File: src/rtl/axis_frame_gen_if.sv
// -----------------------------------------------------------------------------
// axis_frame_gen_if
// Purpose : AXI4-Stream master/slave bundle used by the frame generator.
// Signals : tdata  - beat payload (DATA_WIDTH bits), master -> slave
//           tvalid - beat valid, master -> slave
//           tlast  - last beat of a frame, master -> slave
//           tready - sink ready, slave -> master
// -----------------------------------------------------------------------------
interface axis_frame_gen_if #(
    parameter int DATA_WIDTH = 32
);
    logic [DATA_WIDTH-1:0] tdata;
    logic                  tvalid;
    logic                  tready;
    logic                  tlast;

    modport master (
        output tdata,
        output tvalid,
        output tlast,
        input  tready
    );

    modport slave (
        input  tdata,
        input  tvalid,
        input  tlast,
        output tready
    );
endinterface

File: src/rtl/axis_frame_gen.sv
// -----------------------------------------------------------------------------
// axis_frame_gen
// Purpose : Generates runs of AXI4-Stream frames carrying an incrementing data
//           pattern, with a programmable number of idle cycles between frames.
// Ports   : clk         - clock, all logic on rising edge
//           rst         - asynchronous active-low reset, released synchronously
//           start       - single-cycle run request (ignored while busy)
//           abort       - single-cycle request to stop at next frame boundary
//           frame_len   - beats per frame (sampled at accepted start)
//           frame_count - frames per run (sampled at accepted start)
//           gap_cycles  - idle cycles between frames (sampled at accepted start)
//           seed        - tdata of the first beat of a run
//           m_axis      - AXI4-Stream master (tdata/tvalid/tlast out, tready in)
//           busy        - high while a run is in progress
//           done        - one-cycle pulse when a run ends
//           frames_sent - frames completed in the current or last run
// -----------------------------------------------------------------------------
module axis_frame_gen #(
    parameter int DATA_WIDTH = 32,
    parameter int LEN_WIDTH  = 16,
    parameter int GAP_WIDTH  = 8
) (
    input  logic                  clk,
    input  logic                  rst,
    input  logic                  start,
    input  logic                  abort,
    input  logic [LEN_WIDTH-1:0]  frame_len,
    input  logic [LEN_WIDTH-1:0]  frame_count,
    input  logic [GAP_WIDTH-1:0]  gap_cycles,
    input  logic [DATA_WIDTH-1:0] seed,
    axis_frame_gen_if.master      m_axis,
    output logic                  busy,
    output logic                  done,
    output logic [LEN_WIDTH-1:0]  frames_sent
);

    localparam logic [LEN_WIDTH-1:0]  LEN_ONE  = LEN_WIDTH'(1);
    localparam logic [GAP_WIDTH-1:0]  GAP_ONE  = GAP_WIDTH'(1);
    localparam logic [DATA_WIDTH-1:0] DATA_ONE = DATA_WIDTH'(1);

    typedef enum logic [1:0] {
        IDLE,
        SEND,
        GAP
    } state_e;

    // Reset synchronizer: assertion reaches the logic immediately, release is
    // delayed by two clock edges so every flop leaves reset in the same cycle.
    logic [1:0] rst_sync_q;
    logic       rst_int_n;

    always_ff @(posedge clk or negedge rst) begin
        if (!rst) begin
            rst_sync_q <= 2'b00;
        end else begin
            rst_sync_q <= {rst_sync_q[0], 1'b1};
        end
    end

    assign rst_int_n = rst_sync_q[1];

    state_e                state_q;
    logic [LEN_WIDTH-1:0]  len_q;
    logic [LEN_WIDTH-1:0]  count_q;
    logic [GAP_WIDTH-1:0]  gap_q;
    logic [GAP_WIDTH-1:0]  gap_cnt_q;
    logic [LEN_WIDTH-1:0]  beat_q;
    logic                  abort_pend_q;
    logic [DATA_WIDTH-1:0] tdata_q;
    logic                  tvalid_q;
    logic                  tlast_q;
    logic                  busy_q;
    logic                  done_q;
    logic [LEN_WIDTH-1:0]  frames_sent_q;

    logic                  xfer;
    logic [LEN_WIDTH-1:0]  beat_inc;
    logic [LEN_WIDTH-1:0]  frames_inc;
    logic                  last_frame;

    assign xfer       = tvalid_q & m_axis.tready;
    assign beat_inc   = beat_q + LEN_ONE;
    assign frames_inc = frames_sent_q + LEN_ONE;
    assign last_frame = (frames_inc == count_q);

    always_ff @(posedge clk or negedge rst_int_n) begin
        if (!rst_int_n) begin
            state_q       <= IDLE;
            len_q         <= '0;
            count_q       <= '0;
            gap_q         <= '0;
            gap_cnt_q     <= '0;
            beat_q        <= '0;
            abort_pend_q  <= 1'b0;
            tdata_q       <= '0;
            tvalid_q      <= 1'b0;
            tlast_q       <= 1'b0;
            busy_q        <= 1'b0;
            done_q        <= 1'b0;
            frames_sent_q <= '0;
        end else begin
            done_q <= 1'b0;
            case (state_q)
                IDLE: begin
                    if (start) begin
                        frames_sent_q <= '0;
                        if ((frame_len != '0) && (frame_count != '0)) begin
                            len_q        <= frame_len;
                            count_q      <= frame_count;
                            gap_q        <= gap_cycles;
                            beat_q       <= '0;
                            abort_pend_q <= 1'b0;
                            tdata_q      <= seed;
                            tvalid_q     <= 1'b1;
                            tlast_q      <= (frame_len == LEN_ONE);
                            busy_q       <= 1'b1;
                            state_q      <= SEND;
                        end else begin
                            // Empty run: nothing to send, just report completion.
                            done_q <= 1'b1;
                        end
                    end
                end

                SEND: begin
                    if (abort) begin
                        abort_pend_q <= 1'b1;
                    end
                    if (xfer) begin
                        tdata_q <= tdata_q + DATA_ONE;
                        if (tlast_q) begin
                            frames_sent_q <= frames_inc;
                            beat_q        <= '0;
                            // An abort arriving on the closing beat still ends
                            // the run here, giving a single done pulse.
                            if (last_frame || abort_pend_q || abort) begin
                                state_q      <= IDLE;
                                tvalid_q     <= 1'b0;
                                tlast_q      <= 1'b0;
                                busy_q       <= 1'b0;
                                done_q       <= 1'b1;
                                abort_pend_q <= 1'b0;
                            end else if (gap_q == '0) begin
                                tlast_q <= (len_q == LEN_ONE);
                            end else begin
                                state_q   <= GAP;
                                tvalid_q  <= 1'b0;
                                tlast_q   <= 1'b0;
                                gap_cnt_q <= gap_q;
                            end
                        end else begin
                            beat_q  <= beat_inc;
                            tlast_q <= (beat_inc == (len_q - LEN_ONE));
                        end
                    end
                end

                GAP: begin
                    if (abort) begin
                        state_q <= IDLE;
                        busy_q  <= 1'b0;
                        done_q  <= 1'b1;
                    end else if (gap_cnt_q == GAP_ONE) begin
                        // Last idle cycle: next frame's first beat goes out next.
                        state_q  <= SEND;
                        tvalid_q <= 1'b1;
                        tlast_q  <= (len_q == LEN_ONE);
                    end else begin
                        gap_cnt_q <= gap_cnt_q - GAP_ONE;
                    end
                end

                default: begin
                    state_q <= IDLE;
                end
            endcase
        end
    end

    assign m_axis.tdata  = tdata_q;
    assign m_axis.tvalid = tvalid_q;
    assign m_axis.tlast  = tlast_q;
    assign busy          = busy_q;
    assign done          = done_q;
    assign frames_sent   = frames_sent_q;

endmodule
File: src/flat_wrapper.sv
// flat-port wrapper written by rule: the top's interface ports become plain ports
module axis_frame_gen_flat 
#(
    parameter int DATA_WIDTH = 32,
    parameter int LEN_WIDTH  = 16,
    parameter int GAP_WIDTH  = 8
)
  (clk, rst, start, abort, frame_len, frame_count, gap_cycles, seed, busy, done, frames_sent, m_axis_tdata, m_axis_tvalid, m_axis_tlast, m_axis_tready);
  axis_frame_gen_if #(.DATA_WIDTH(DATA_WIDTH)) m_axis_i ();
  input  logic clk;
  input  logic rst;
  input  logic start;
  input  logic abort;
  input  logic [LEN_WIDTH-1:0] frame_len;
  input  logic [LEN_WIDTH-1:0] frame_count;
  input  logic [GAP_WIDTH-1:0] gap_cycles;
  input  logic [DATA_WIDTH-1:0] seed;
  output logic busy;
  output logic done;
  output logic [LEN_WIDTH-1:0] frames_sent;
  output wire logic [$bits(m_axis_i.tdata)-1:0] m_axis_tdata;
  output wire logic [$bits(m_axis_i.tvalid)-1:0] m_axis_tvalid;
  output wire logic [$bits(m_axis_i.tlast)-1:0] m_axis_tlast;
  input wire logic [$bits(m_axis_i.tready)-1:0] m_axis_tready;
  assign m_axis_tdata = m_axis_i.tdata;
  assign m_axis_tvalid = m_axis_i.tvalid;
  assign m_axis_tlast = m_axis_i.tlast;
  assign m_axis_i.tready = m_axis_tready;
  axis_frame_gen #(.DATA_WIDTH(DATA_WIDTH), .LEN_WIDTH(LEN_WIDTH), .GAP_WIDTH(GAP_WIDTH)) u_core (.clk(clk), .rst(rst), .start(start), .abort(abort), .frame_len(frame_len), .frame_count(frame_count), .gap_cycles(gap_cycles), .seed(seed), .m_axis(m_axis_i), .busy(busy), .done(done), .frames_sent(frames_sent));
endmodule
File: config.mk
export PLATFORM = sky130hd
export DESIGN_NAME = axis_frame_gen_flat
export DESIGN_NICKNAME = d
export VERILOG_FILES = /design/src/rtl/axis_frame_gen_if.sv /design/src/rtl/axis_frame_gen.sv /design/src/flat_wrapper.sv
export SDC_FILE = /design/constraint.sdc
export NUM_CORES = 1
export LEC_CHECK = 0
export ABC_AREA = 0
export ABC_CLOCK_PERIOD_IN_PS = 4500
export CAP_MARGIN = 30
export CORE_ASPECT_RATIO = 0.5
export CORE_MARGIN = 2
export CORE_UTILIZATION = 35
export CTS_BUF_LIST = sky130_fd_sc_hd__clkbuf_2 sky130_fd_sc_hd__clkbuf_4 sky130_fd_sc_hd__clkbuf_8
export DETAILED_ROUTE_END_ITERATION = 6
export GPL_TIMING_DRIVEN = 0
export PLACE_DENSITY_LB_ADDON = 0.15
export SLEW_MARGIN = 5
export SYNTH_ARGS = -nofsm -noshare
export SYNTH_HDL_FRONTEND = slang
export SYNTH_SLANG_ARGS = --single-unit
File: constraint.sdc
create_clock -name clk -period 4.5 [get_ports clk]
set_input_delay 0.45 -clock clk [delete_from_list [all_inputs] [get_ports clk]]
set_output_delay 0.45 -clock clk [all_outputs]
set_load 0.01 [all_outputs]
==> flow_metrics.env <==
export IMPL_postCtsHoldBufs=0
export IMPL_insertion_delay_ns=0.45
export IMPL_area_growth_pct=27.5
export IMPL_synth_top_cell_by_area="dfrtp_1"
export IMPL_start_util_pct=35.9
export IMPL_wire_per_inst_um=17.2
export IMPL_ys_top_cells_by_count="121 x dfrtp_1, 77 x o21ai_0, 73 x nand2_1"
export IMPL_p_leak_nw=3.80
export IMPL_hold_class="in2async"
export IMPL_rr_startpoint="u_core.state_q[1]"
export IMPL_die_h_um=107
export IMPL_tightest_slew_ns=0.830
export IMPL_grt_max_degree=63
export IMPL_cts_resized=0
export IMPL_syn_area_per_cell_um2=9.11
export IMPL_synthArstFlopShare_pct=100
export IMPL_setup_viol=0
export IMPL_ir_drop_mv=0.266
export IMPL_final_layout_size_suffix_gt1_share_pct=11.5
export IMPL_synth_compound_area_share_pct=18.5
export IMPL_grt_pass1_vias=6628
export IMPL_yosysWarnings=0
export IMPL_end_kind="flip-flop"
export IMPL_dpl_cell_count=1218
export IMPL_critPathKind="reg2reg"
export IMPL_ioPinCount=129
export IMPL_instances_no_fill=1249
export IMPL_startpoint="u_core.state_q[1]"
export IMPL_finalCriticalPeriod_ns=3.22
export IMPL_yosysMostFrequentCell="dfrtp_1"
export IMPL_cts_tree="done"
export IMPL_maxCapViolCount=0
export IMPL_ant_nets=0
export IMPL_syn_area_um2=7430
export IMPL_report_final_hold_viol_count=0
export IMPL_die_w_um=210
export IMPL_ys_types=67
export IMPL_clkSlewWorstSetupHoldPaths_ns=0.08
export IMPL_grt_ovfl_total=0
export IMPL_rsz0062_at_grt="no"
export IMPL_synthSimpleGateAreaFrac_pct=21.6
export IMPL_cts_htree_levels=4
export IMPL_path_max_fanout=10
export IMPL_grt_pass1_wl_um=35000
export IMPL_critical_path_arrival_ns=3.54
export IMPL_drc=0
export IMPL_vias=6844
export IMPL_synthXorXnorAreaFrac_pct=5.72
export IMPL_finClkSkew_ns=0.0127
export IMPL_fin_tns_setup_ns=0
export IMPL_routed_via_density=5.48
export IMPL_met3_usage_pct=4.16
export IMPL_clockBufferDepth=2
export IMPL_critPathMaxStageDelay_ns=0.48
export IMPL_antenna_found_initial=0
export IMPL_powerDensity_nw_per_um2=594
export IMPL_slew_headroom_pct=43.3
export IMPL_met1_usage_pct=28.3
export IMPL_crit_chain="inv_1 > ha_1 > buf_2 > and3_1 > clkbuf_1 > a21o_1 > and2_1 > buf_2 > clkbuf_1 > clkbuf_1 > o21ai_0 > nand2_1 > o31ai_1"
export IMPL_fill_cells=2006
export IMPL_busiest_layer="met2"
export IMPL_cts_made_buffers=17
export IMPL_gp_congestion=0.853
export IMPL_wirelength_um=21500
export IMPL_core_um2=20700
export IMPL_row_count=37
export IMPL_ys_flop_type="dfrtp_1"
export IMPL_drtIter0Drc=496
export IMPL_synth_fa_ha_area_share_pct=1.85
export IMPL_crit_top_cell="clkbuf_1"
export IMPL_first_pass_iters=6
export IMPL_antenna_cells=0
export IMPL_status="finished clean"
export IMPL_max_freq_mhz=310
export IMPL_slew_violations=0
export IMPL_cp_start_kind="flip-flop"
export IMPL_syn_nets=904
export IMPL_hpwl_um=15900
export IMPL_nets=1052
export IMPL_synth_edff_count=0
export IMPL_synth_top_family_by_area="simple AND/OR/NAND/NOR gates"
export IMPL_io_buffers=128
export IMPL_root_buffer="clkbuf_8"
export IMPL_ys_seq_area_share_pct=40.7
export IMPL_dieArea_um2=22500
export IMPL_cp_required_ns=4.81
export IMPL_yosys_top_cells_area="dfrtp_1 41%, mux2_2 6.1%, o21ai_0 5.2%"
export IMPL_crit_slowest_cell="clkbuf_1"
export IMPL_cts_setup_buffers=0
export IMPL_numClockSinks=121
export IMPL_grtUsageMet2_pct=30.0
export IMPL_synth_top_area_share_pct=40.7
export IMPL_synth_seq_cells=121
export IMPL_grtUsageTotal_pct=19.7
export IMPL_min_period_over_period_pct=71.7
export IMPL_synthMuxAreaShare_pct=7.81
export IMPL_postSynthCellCount=816
registers in the layout, indices dropped and copies added, names as in the netlist:
register and flops:
u_core.beat_q 16, u_core.gap_q 8, u_core.done 1, u_core.frames_sent 16, u_core.m_axis.tvalid 1, u_core.busy 1, u_core.rst_sync_q 2, u_core.count_q 16
u_core.state_q 2, u_core.m_axis.tlast 1, u_core.m_axis.tdata 32, u_core.gap_cnt_q 8, u_core.len_q 16, u_core.abort_pend_q 1
metal layers:
layer / wire length [um] / vias up
met4: 200 / 0
met1: 11000 / 3338
met5: 0 / -
li1: - / 3343
met2: 9390 / 147
met3: 888 / 16
kinds of logic after synthesis:
| family | count (synthesis) |
|---|---|
| fa+ha+maj | 11 |
| mux | 53 |
| simple gates | 297 |
| flops | 121 |
| compound gates | 219 |
| buf+inv | 67 |
| other cells | 1 |
| xor+xnor | 47 |
critical path: cells and delay by family (launching register included):
| kind | cells | cell delay [ns] |
|---|---|---|
| buffers and inverters | 6 | 1.75 |
| and+or+nand+nor | 3 | 0.42 |
| DFF | 1 | 0.42 |
| AOI/OAI and AO/OA | 3 | 0.36 |
| adders and majority gates | 1 | 0.13 |
metrics by stage:
step           util, %  hold slack (ns)  setup WS (ns)  total power, mW  instance area (um2)
6_report          45.8            0.151           1.28             5.63                 9480
5_1_grt           45.8            0.124          0.974             6.05                 9480
4_1_cts           45.8            0.127           1.29             5.65                 9480
3_5_place_dp      43.9            0.351          0.987             4.64                 9090
3_3_place_gp      43.8            0.336         -0.816             4.59                 9050
2_1_floorplan        -            0.154          0.879             3.66                 7430
final timing paths:
| check | endpoint | slack [ns] | cells past startpoint |
|---|---|---|---|
| max in group asynchronous | u_core.beat_q[3] | 3.24 | 1 |
| hold / removal | u_core.rst_sync_q[1] | 0.15 | 1 |
| setup / recovery | u_core.beat_q[3] | 1.28 | 13 |
| hold reg to reg | u_core.rst_sync_q[1] | 0.36 | 0 |
| setup reg to reg | u_core.beat_q[3] | 1.28 | 13 |
| min in group clk | u_core.rst_sync_q[1] | 0.36 | 0 |
cell usage in the layout, fill, tap and decap left out, types with 20 or more instances in the layout:
| cell | Yosys | routed |
|---|---|---|
| clkdlybuf4s50_1 | 0 | 128 |
| dfrtp_1 | 121 | 120 |
| o21ai_0 | 77 | 77 |
| nand2_1 | 73 | 73 |
| nand3_1 | 47 | 47 |
| a21oi_1 | 43 | 43 |
| mux2_2 | 40 | 40 |
| nor2_1 | 37 | 37 |
| and3_1 | 33 | 33 |
| clkbuf_1 | 29 | 29 |
| xnor2_1 | 27 | 27 |
| o22ai_1 | 25 | 25 |
| inv_1 | 21 | 21 |
| nor4_1 | 20 | 20 |
report_power, final:
part / switching, mW / leakage [nW] / internal (mW)
combinational: 1.36 / 2.08 / 1.27
clock: 0.470 / 0.190 / 0.523
sequential: 0.502 / 1.52 / 1.50
total: 2.33 / 3.80 / 3.29
layout make-up:
class	instances	area (um2)	share of cell area [%]
Multi-Input combinational cell	628	4130	43.5
Sequential cell	121	3030	32.0
Timing Repair Buffer	129	1310	13.8
Tap cell	273	342	3.60
Clock buffer	20	269	2.84
Buffer	46	199	2.10
Clock inverter	11	123	1.29
Inverter	21	78.8	0.832
Power figures use the tool's default switching activity.
==> RTL edit (same settings) <==
The 3 states of `state_e` get a one-hot encoding in 3 bits.
--- a/src/rtl/axis_frame_gen.sv
+++ b/src/rtl/axis_frame_gen.sv
@@ -40,6 +40,6 @@
 
-    typedef enum logic [1:0] {
-        IDLE,
-        SEND,
-        GAP
+    typedef enum logic [2:0] {
+        IDLE = 3'b001,
+        SEND = 3'b010,
+        GAP  = 3'b100
     } state_e;
Behaviour: same outputs for any inputs over 4 cycles, from zero or initial values and one cycle with rst low; so few cycles prove little.
==> RTL edit against the unedited design <==
Total power decreased by 5.8%; worst setup slack worse by 0.012 ns; sequential cell count rose by 1; synthesized area is 0.51% lower; synthesized cell count is 0.25% higher; wire length increased by 8.4%; final area down 0.63%; critical endpoint is now u_core.gap_cnt_q[1]; largest cell class unchanged; highest routed layer unchanged.
==> RTL edit: results (changes against the unedited design) <==
- Status: finished, final reports clean
- Relative slew slack: 32.3% (-11 points)
- Synth cell count leaders: dfrtp_1, o21ai_0, nand2_1, nor2_1, a21oi_1
- Vias per std cell: 5.64 (+2.9%)
- Crit path capture: u_core.gap_cnt_q[1]
- Initial DRC Count: 517 (+4.2%)
- Multi-input logic area: 4070 um^2 (-1.4%)
- R2R Path End: u_core.gap_cnt_q[1]
- CP max stage delay: 0.50 ns (+0.02 ns)
- Critical Path Slowest Stage Cell: dfrtp_1
- FILL cells: 1995 (-0.55%)
- Largest cells by area after synthesis: dfrtp_1, mux2_2, xnor2_1
- Flop pwr share: 37.8% (+2.3 points)
- Comb. pwr: 2390 uW (-9.1%)
- Fraction of layout cells with a size suffix above 1: 10.4% (-1.0 points)
- Sequential portion of the cell area: 32.5% (+0.48 points)
- Seq_cells: 122 (+0.83%)
- Final #Nets: 1051 (-0.095%)
- Largest net degree at the start of global routing: 60 (-4.8%)
- Drt wl/cell: 18.6 um (+8.3%)
- Dpl ws: 1.12 ns (+0.130 ns)
- Dpl cell area: 9080 um^2 (-0.11%)
- Routed met3 length: 1.36 mm (+53%)
- P per Cell Area: 563 nW/um^2 (-5.2%)
- Worst Path Arrival: 3.60 ns (+0.06 ns)
- First-pass GRT wire length: 37.5 mm (+7.0%)
- Leakage power figure: 0.00356 uW (-6.3%)
- Multi-input gates: 630 (+0.32%)
- Xor and xnor area share after synthesis: 7.11% (+1.4 points)
- Detailed placer's ending HPWL: 17.3 mm (+9.0%)
- Gr usage total: 21.7% (+2.0 points)
- Post-synthesis mux area share: 6.97% (-0.84 points)
- Syn Nets: 902 (-0.22%)
- Net switching power: 2190 uW (-6.1%)
- Routed wl met2: 10.2 mm (+8.3%)
- Routed length on met1: 11.5 mm (+4.4%)
- CP startpoint: u_core.frames_sent[0]
- Compound-Gate Fraction of Synth Area: 18.8% (+0.33 points)
- Clock Skew: 0.0118 ns (-0.000898 ns)
- Vias in the first global route: 6798 (+2.6%)
-- RTL edit: cell types whose count changed after synthesis, moves of 7 or more --
cell	change
and3_1	-20
buf_2	-7
xnor2_1	+18
o22a_1	+8
nand3_1	-10
nor2_1	+33
o22ai_1	-12
mux2i_1	-8
-- RTL edit: logic make-up after synthesis --
kind of cell	count (synthesis)
xor+xnor	60
other cells	1
simple gates	298
buf+inv	66
flops	122
fa+ha+maj	7
mux	46
compound gates	218
-- RTL edit: how the worst min path moves through the flow --
stage | start | slack, ns | end
after global routing | rst | 0.13 | u_core.rst_sync_q[1]
after CTS | rst | 0.11 | u_core.rst_sync_q[1]
final | rst | 0.13 | u_core.rst_sync_q[1]
after detailed placement | u_core.rst_sync_q[1] | 0.22 | u_core.m_axis.tdata[1]
after floorplan | rst | 0.15 | u_core.rst_sync_q[0]
after global placement | u_core.rst_sync_q[0] | 0.34 | u_core.rst_sync_q[1]
